==> src/rtl/d0_scheduler.sv <==
// d0_scheduler: d0 request arbiter with power-on/flush line-invalidation sweep
// Ports:
//   clk_i, rst_i                          clock, async active-high reset
//   flush_i                               restart the invalidation sweep
//   stall_i                               d0 cannot accept a request this cycle
//   d1/l2c/upd/lsq_valid_i                pending requests per source
//   d1/l2c/upd/lsq_ready_o                grant to the winning source
//   winner_o                              source scheduled this cycle
//   rst_idx_o                             set index invalidated when winner_o==RstBlock
//   rst_done_o                            sweep complete, cache usable
package d0_scheduler_pkg;
  typedef enum logic [2:0] {
    None     = 3'd0,
    LSQ      = 3'd1,
    UpdateL2 = 3'd2,
    L2Cache  = 3'd3,
    D1       = 3'd4,
    RstBlock = 3'd5
  } d0_winner_e;
endpackage

module d0_scheduler
  import d0_scheduler_pkg::*;
#(
  parameter int IDX_LEN      = 6,
  parameter int LSQ_MAX_WAIT = 8
) (
  input  logic               clk_i,
  input  logic               rst_i,
  input  logic               flush_i,
  input  logic               stall_i,
  input  logic               d1_valid_i,
  input  logic               l2c_valid_i,
  input  logic               upd_valid_i,
  input  logic               lsq_valid_i,
  output logic               d1_ready_o,
  output logic               l2c_ready_o,
  output logic               upd_ready_o,
  output logic               lsq_ready_o,
  output d0_winner_e         winner_o,
  output logic [IDX_LEN-1:0] rst_idx_o,
  output logic               rst_done_o
);
  localparam int WW = $clog2(LSQ_MAX_WAIT + 1);
  typedef enum logic {S_SWEEP, S_RUN} state_e;
  state_e             state, state_nxt;
  logic [IDX_LEN-1:0] idx, idx_nxt;
  logic [WW-1:0]      wait_q, wait_nxt;
  d0_winner_e         win;
  logic               run, prom;
  always_ff @(posedge clk_i or posedge rst_i)
    if (rst_i) begin
      state  <= S_SWEEP;
      idx    <= '0;
      wait_q <= '0;
    end else begin
      state  <= state_nxt;
      idx    <= idx_nxt;
      wait_q <= wait_nxt;
    end
  // rst_i gates the winner combinationally so no handshake completes in the reset cycle
  always_comb begin
    run  = state == S_RUN;
    prom = wait_q == WW'(LSQ_MAX_WAIT);
    win  = (rst_i || stall_i)       ? None     :
           !run                     ? RstBlock :
           d1_valid_i               ? D1       :
           l2c_valid_i              ? L2Cache  :
           (prom && lsq_valid_i)    ? LSQ      :
           upd_valid_i              ? UpdateL2 :
           lsq_valid_i              ? LSQ      : None;
    state_nxt = flush_i ? S_SWEEP :
                (!run && !stall_i && &idx) ? S_RUN : state;
    idx_nxt   = (flush_i || run) ? '0 : stall_i ? idx : idx + 1'b1;
    wait_nxt  = (!lsq_valid_i || win == LSQ) ? '0 :
                (run && !stall_i && !prom) ? wait_q + 1'b1 : wait_q;
  end
  assign d1_ready_o  = win == D1;
  assign l2c_ready_o = win == L2Cache;
  assign upd_ready_o = win == UpdateL2;
  assign lsq_ready_o = win == LSQ;
  assign winner_o    = win;
  assign rst_idx_o   = idx;
  assign rst_done_o  = run;
endmodule

==> config.mk <==
export PLATFORM = sky130hd
export DESIGN_NAME = d0_scheduler
export DESIGN_NICKNAME = d
export VERILOG_FILES = /design/src/rtl/d0_scheduler.sv
export SDC_FILE = /design/constraint.sdc
export NUM_CORES = 1
export LEC_CHECK = 0
export CAP_MARGIN = 20
export CORE_AREA = 2 2 43 45
export CTS_CLUSTER_SIZE = 14
export DETAILED_ROUTE_END_ITERATION = 16
export DIE_AREA = 0 0 45 47
export PLACE_DENSITY = 0.75
export REMOVE_ABC_BUFFERS = 1
export SKIP_CTS_REPAIR_TIMING = 1
export SLEW_MARGIN = 20
export SYNTH_ARGS = -nofsm -noshare
export SYNTH_HDL_FRONTEND = slang
export SYNTH_SLANG_ARGS = --single-unit
export TNS_END_PERCENT = 30
==> constraint.sdc <==
create_clock -name clk_i -period 1.73 [get_ports clk_i]
set_input_delay 0.346 -clock clk_i [delete_from_list [all_inputs] [get_ports clk_i]]
set_output_delay 0.346 -clock clk_i [all_outputs]
set_load 0.1 [all_outputs]
==> metrics.yaml, run 1 <==
run_status: "complete, but fails checks"
violations: "setup timing"
cts_root_buf: "clkbuf_4"
vdd_ir_drop_max_mv: 0.359
max-cap-violations: 0
synth_area_um2: 714
yosys_warnings: 0
r2r_setup_slack_ns: 0.01
critPathRequiredTime_ns: 1.38
slowest_delay_ns: 0.38
crit_chain: "inv_1 -> ha_2 -> nand3b_1 -> a211o_1 -> a311oi_2 -> buf_4 -> buf_12"
rows: 15
drt-met1-wl_um: 794
area.growth.synth_to_final_pct: 84.8
critPathKind: "register to primary output"
synthXorXnorAreaFrac_pct: 4.90
setup_ws_ns: -0.446
hp-class: "input port to async pin"
vias_per_cell: 5.49
power.density_nw_per_um2: 457
synth_area_per_cell_um2: 9.65
hpwl_um: 1470
fin_worst_skew_ns: 0.00135
post-route-period-util_pct: 126
grt_start_max_net_pins: 12
die_h_um: 47
ys_types: 33
grtUsageTotal_pct: 20.4
grt_pass1_wl_um: 3140
tightest_slew_ns: 0.404
vias: 736
cts_sinks: 11
route.met2.wl_um: 1060
cts_tree: "yes"
cts_buffers: 3
place_congestion: 0.809
synth.mux.area_fraction_pct: 2.80
rsz0062_at_grt: "true"
antenna_found_initial: 0
ys_seq_area_share_pct: 38.5
num-fill-cells: 107
place_ws_ns: -0.432
finalInstanceArea_um2: 1320
routedWlPerCell_um: 15.0
startpoint_type: "register"
h-tree-depth: 1
synth_top_family_by_area: "simple AND/OR/NAND/NOR gates"
wl_um: 2010
p_total_uw: 604
total_leakage_power_uw: 0.000600
critical-path-top-delay-family: "compound AO/OA/AOI/OAI gates"
drc: 0
die_w_um: 45
cts.clk_slew.worst_paths_ns: 0.07
synth-simple-area-share_pct: 25.7
cp_max_fo: 3
drive_gt1_share_pct: 46.2
io_pins: 22
grt_pass1_vias: 751
critPathBufInv: 3
cp-end-kind: "primary output"
ys_seq_elements: 11
core_area_um2: 1650
drt-pass1-iter-count: 4
synth-adder-area-share_pct: 5.25
syn_inst: 74
relSlewSlack_pct: 73.0
setup_viol: 4
drtIter0Drc: 12
met3_length_um: 101
clockBufferDepth: 2
place.port_buffers: 21
hold_viol: 0
synth_compound_area_share_pct: 17.0
fmax_ghz: 0.459
n_antenna_cell: 0
period_needed_ns: 2.18
finalNetCount: 129
initial_core_util_pct: 43.3
drt.antenna.violating_nets: 0
overflow: 0
die-area_um2: 2120
maxSlewViolCount: 0
clk_latency_ns: 0.26
placed_area_um2: 1200
setup-tns-final_ns: -1.46
cp_data_arrival_time_ns: 1.83
slowest_stage: "dfrtp_1"
highest_layer: "met4"
-- worst paths after layout --
kind / end / cells past startpoint / start
max: winner_o[0] / 7 / wait_q[1]
min: rst_idx_o[1] / 3 / rst_i
max reg2reg: wait_q[1] / 7 / wait_q[1]
min reg2reg: wait_q[3] / 2 / wait_q[3]
max in group asynchronous: rst_done_o / 3 / rst_i
min in group clk_i: rst_idx_o[1] / 4 / stall_i
-- sequential cells by signal (all words and copies together) (netlist names) --
signal and count:
rst_done_o 1, rst_idx_o 6, wait_q 4
-- power by group --
part | switching, uW | internal [uW]
Clock | 79.8 | 89.1
Combinational | 95.6 | 68.6
Sequential | 8.79 | 262
-- cell type report --
class	count	area, um^2	area share [%]
flip-flops and latches	11	277	20.9
well taps	17	21.3	1.61
inverters	4	15.0	1.14
multi-input cells	56	458	34.7
clock buffers	4	26.3	1.99
repair buffers	42	523	39.6
-- Yosys cell counts --
library cell	number	area [um^2]
a211oi_2	2	25.0
buf_6	2	22.5
a311oi_1	1	8.76
nor2_1	6	22.5
o21a_1	2	15.0
or3b_1	1	8.76
a211oi_1	2	15.0
nand4b_1	1	8.76
nand3_1	1	5.00
a211o_1	1	8.76
a21oi_1	3	15.0
inv_1	4	15.0
nand2b_1	1	6.26
and4b_1	1	10.0
and3b_1	1	8.76
xor2_1	2	17.5
nand3b_1	2	15.0
and2_1	1	6.26
nor2b_1	2	12.5
mux2i_1	2	20.0
a21boi_0	1	7.51
a31oi_1	1	6.26
clkbuf_1	1	3.75
dfrtp_1	11	275
or3_1	4	25.0
xnor2_1	2	17.5
ha_1	3	37.5
o21ai_0	4	20.0
nor3_1	4	20.0
or2_2	1	6.26
nand2_1	2	7.51
nand2b_4	1	13.8
nor3b_1	1	7.51
-- metal layers --
metal,vias up,GRT usage (%)
li1,353,-
met1,351,25.2
met2,26,34.9
met3,6,2.69
met4,0,10.6
met5,-,0
-- stage by stage --
stage / hold slack, ns / utilization (%) / cells
final: 0.243 / 79.9 / 134
after global routing: 0.282 / 79.9 / 134
after CTS: 0.547 / 74.4 / 132
after detailed placement: 0.621 / 72.8 / 128
after global placement: 0.602 / 72.8 / 128
after floorplan: 0.198 / - / 71
-- cell families (layout without fill, tap and decap cells) --
kind of cell / Yosys count / count (layout)
mux: 2 / 2
buf+inv: 7 / 50
xor+xnor: 4 / 4
simple gates: 30 / 30
fa+ha+maj: 3 / 3
flops: 11 / 11
compound gates: 17 / 17
-- tightest hold or removal path, cell delays in order --
cell and delay (ns):
dlymetal6s2s_1 0.14, buf_6 0.14, inv_1 0.31
-- cell usage in the layout, fill, tap and decap left out, types with 2 or more instances in the layout --
master           synthesis  routed
a211oi_2                 2       3
buf_6                    2       2
o21ai_0                  4       4
nor2_1                   6       6
o21a_1                   2       2
xnor2_1                  2       2
nor2b_1                  2       2
or3_1                    4       3
buf_4                    0      19
nand2_1                  2       2
nand3b_1                 2       2
dfrtp_1                 11      10
dlymetal6s2s_1           0       3
clkdlybuf4s50_1          0       4
ha_1                     3       2
buf_12                   0      14
a21oi_1                  3       3
inv_1                    4       4
clkbuf_4                 0       3
mux2i_1                  2       2
xor2_1                   2       2
nor3_1                   4       2
(Power assumes the default switching activity.)
==> run 2: changes to the inputs <==
REMOVE_ABC_BUFFERS = default   (was 1)
==> run 2 against run 1 <==
Effect of this change:
- sequential share of layout area is 0.070 points higher
- utilization up 0.45 points
- critical path depth is 1 lower
- the flow still finishes with violations (setup timing)
- setup slack worse by 0.094 ns
- clock power grew 9%
- clock skew grew 0.0059 ns
- power rose by 2.9%
- critical endpoint unchanged
- highest routed layer unchanged
==> metrics.yaml, run 2 (synthesis results as in run 1) <==
run_status: "complete, but fails checks"
violations: "setup timing"
vdd_ir_drop_max_mv: 0.318
vias: 744
cts_tree: "yes"
drt-pass1-iter-count: 4
hold_slack_ns: 0.261
cts_buffers: 3
hold_viol: 0
setup_ws_ns: -0.540
cts_root_buf: "clkbuf_4"
slowest_stage: "dfrtp_1"
slowest_delay_ns: 0.40
fin_worst_skew_ns: 0.00730
finalNetCount: 128
fmax_ghz: 0.441
cts_sinks: 11
layout_commonest_cell: "buf_4"
power.density_nw_per_um2: 468
critPathRequiredTime_ns: 1.38
multiInputGateArea_um2: 480
critPathBufInv: 2
n_antenna_cell: 0
rsz0062_at_grt: "true"
post-route-period-util_pct: 131
clockBufferDepth: 2
instances_no_fill: 133
largest_reg_flops: 6
cp-end-kind: "primary output"
setup_viol: 7
cts.clk_slew.worst_paths_ns: 0.07
routedWlPerCell_um: 14.6
grt_pass1_wl_um: 3120
vias_per_cell: 5.59
critPathKind: "register to primary output"
antenna_found_initial: 0
total_leakage_power_uw: 0.000600
hp-class: "input port to async pin"
max-cap-violations: 0
drtIter0Drc: 8
final_cell_mix: "buf_4, buf_12, dfrtp_1"
cp_data_arrival_time_ns: 1.92
core_area_um2: 1650
hpwl_um: 1540
die_h_um: 47
die-area_um2: 2120
grtUsageTotal_pct: 20.5
cp_max_fo: 3
syn_nets: 85
initial_core_util_pct: 43.3
wl_um: 1940
p_total_uw: 621
rows: 15
grt_start_max_net_pins: 12
overflow: 0
h-tree-depth: 1
place_ws_ns: -0.370
placed_area_um2: 1260
drive_gt1_share_pct: 46.6
seqCellArea_um2: 279
area.growth.synth_to_final_pct: 85.8
io_pins: 22
finalInstanceArea_um2: 1330
clk_latency_ns: 0.28
critical-path-top-delay-family: "compound AO/OA/AOI/OAI gates"
drt.antenna.violating_nets: 0
period_needed_ns: 2.27
crit_chain: "inv_2 -> ha_4 -> nand3b_1 -> a211o_1 -> a311oi_4 -> buf_12"
place_congestion: 0.791
placed_cells: 127
tightest_slew_ns: 0.409
startpoint_type: "register"
num-fill-cells: 107
relSlewSlack_pct: 72.7
drc: 0
place.port_buffers: 21
grt_pass1_vias: 697
maxSlewViolCount: 0
die_w_um: 45
[run 2: cell types whose count changed in the layout (fill, tap and decap cells not counted), moves of 2 or more]
cell / before / now
a211oi_1: 0 / 2
buf_6: 2 / 0
inv_1: 4 / 2
inv_2: 0 / 2
[run 2: final timing paths]
check	slack (ns)	endpoint	depth (start not counted)	startpoint
max in group asynchronous	1.14	rst_done_o	3	rst_i
setup reg to reg	0.14	wait_q[1]	6	wait_q[1]
hold reg to reg	0.65	rst_idx_o[5]	2	rst_idx_o[5]
min in group clk_i	0.62	rst_done_o	2	flush_i
hold / removal	0.26	rst_idx_o[2]	3	rst_i
setup / recovery	-0.54	winner_o[0]	6	wait_q[1]
[run 2: per-stage QoR]
step	setup TNS (ns)	util, %
after floorplan	-2.71	-
after global placement	-1.84	76.2
after detailed placement	-2.13	76.2
after CTS	-2.59	77.8
after global routing	-2.15	80.4
final	-1.75	80.4
[run 2: tightest hold or removal path, stage by stage]
cell and delay, ns:
dlymetal6s2s_1 0.14, buf_4 0.17, inv_1 0.32
[run 2: where the power goes]
group | internal (uW) | switching, uW | total, uW
clock network | 89.7 | 94.6 | 184
logic | 70.4 | 96.3 | 167
registers | 262 | 8.53 | 270
[run 2: final cells by class]
class                      count  share of cell area (%)
timing repair buffer          41                    38.1
multi-input combinational     56                    36.2
tap                           17                    1.60
clock buffer                   4                    1.98
inverter                       4                    1.13
sequential                    11                    21.0
[run 2: routing by layer]
layer | global-route usage, % | vias up | wire length, um
met1 | 24.7 | 362 | 753
li1 | - | 351 | -
met4 | 7.06 | 0 | 32
met2 | 37.4 | 26 | 1070
met3 | 3.08 | 5 | 83
met5 | 0 | - | 0
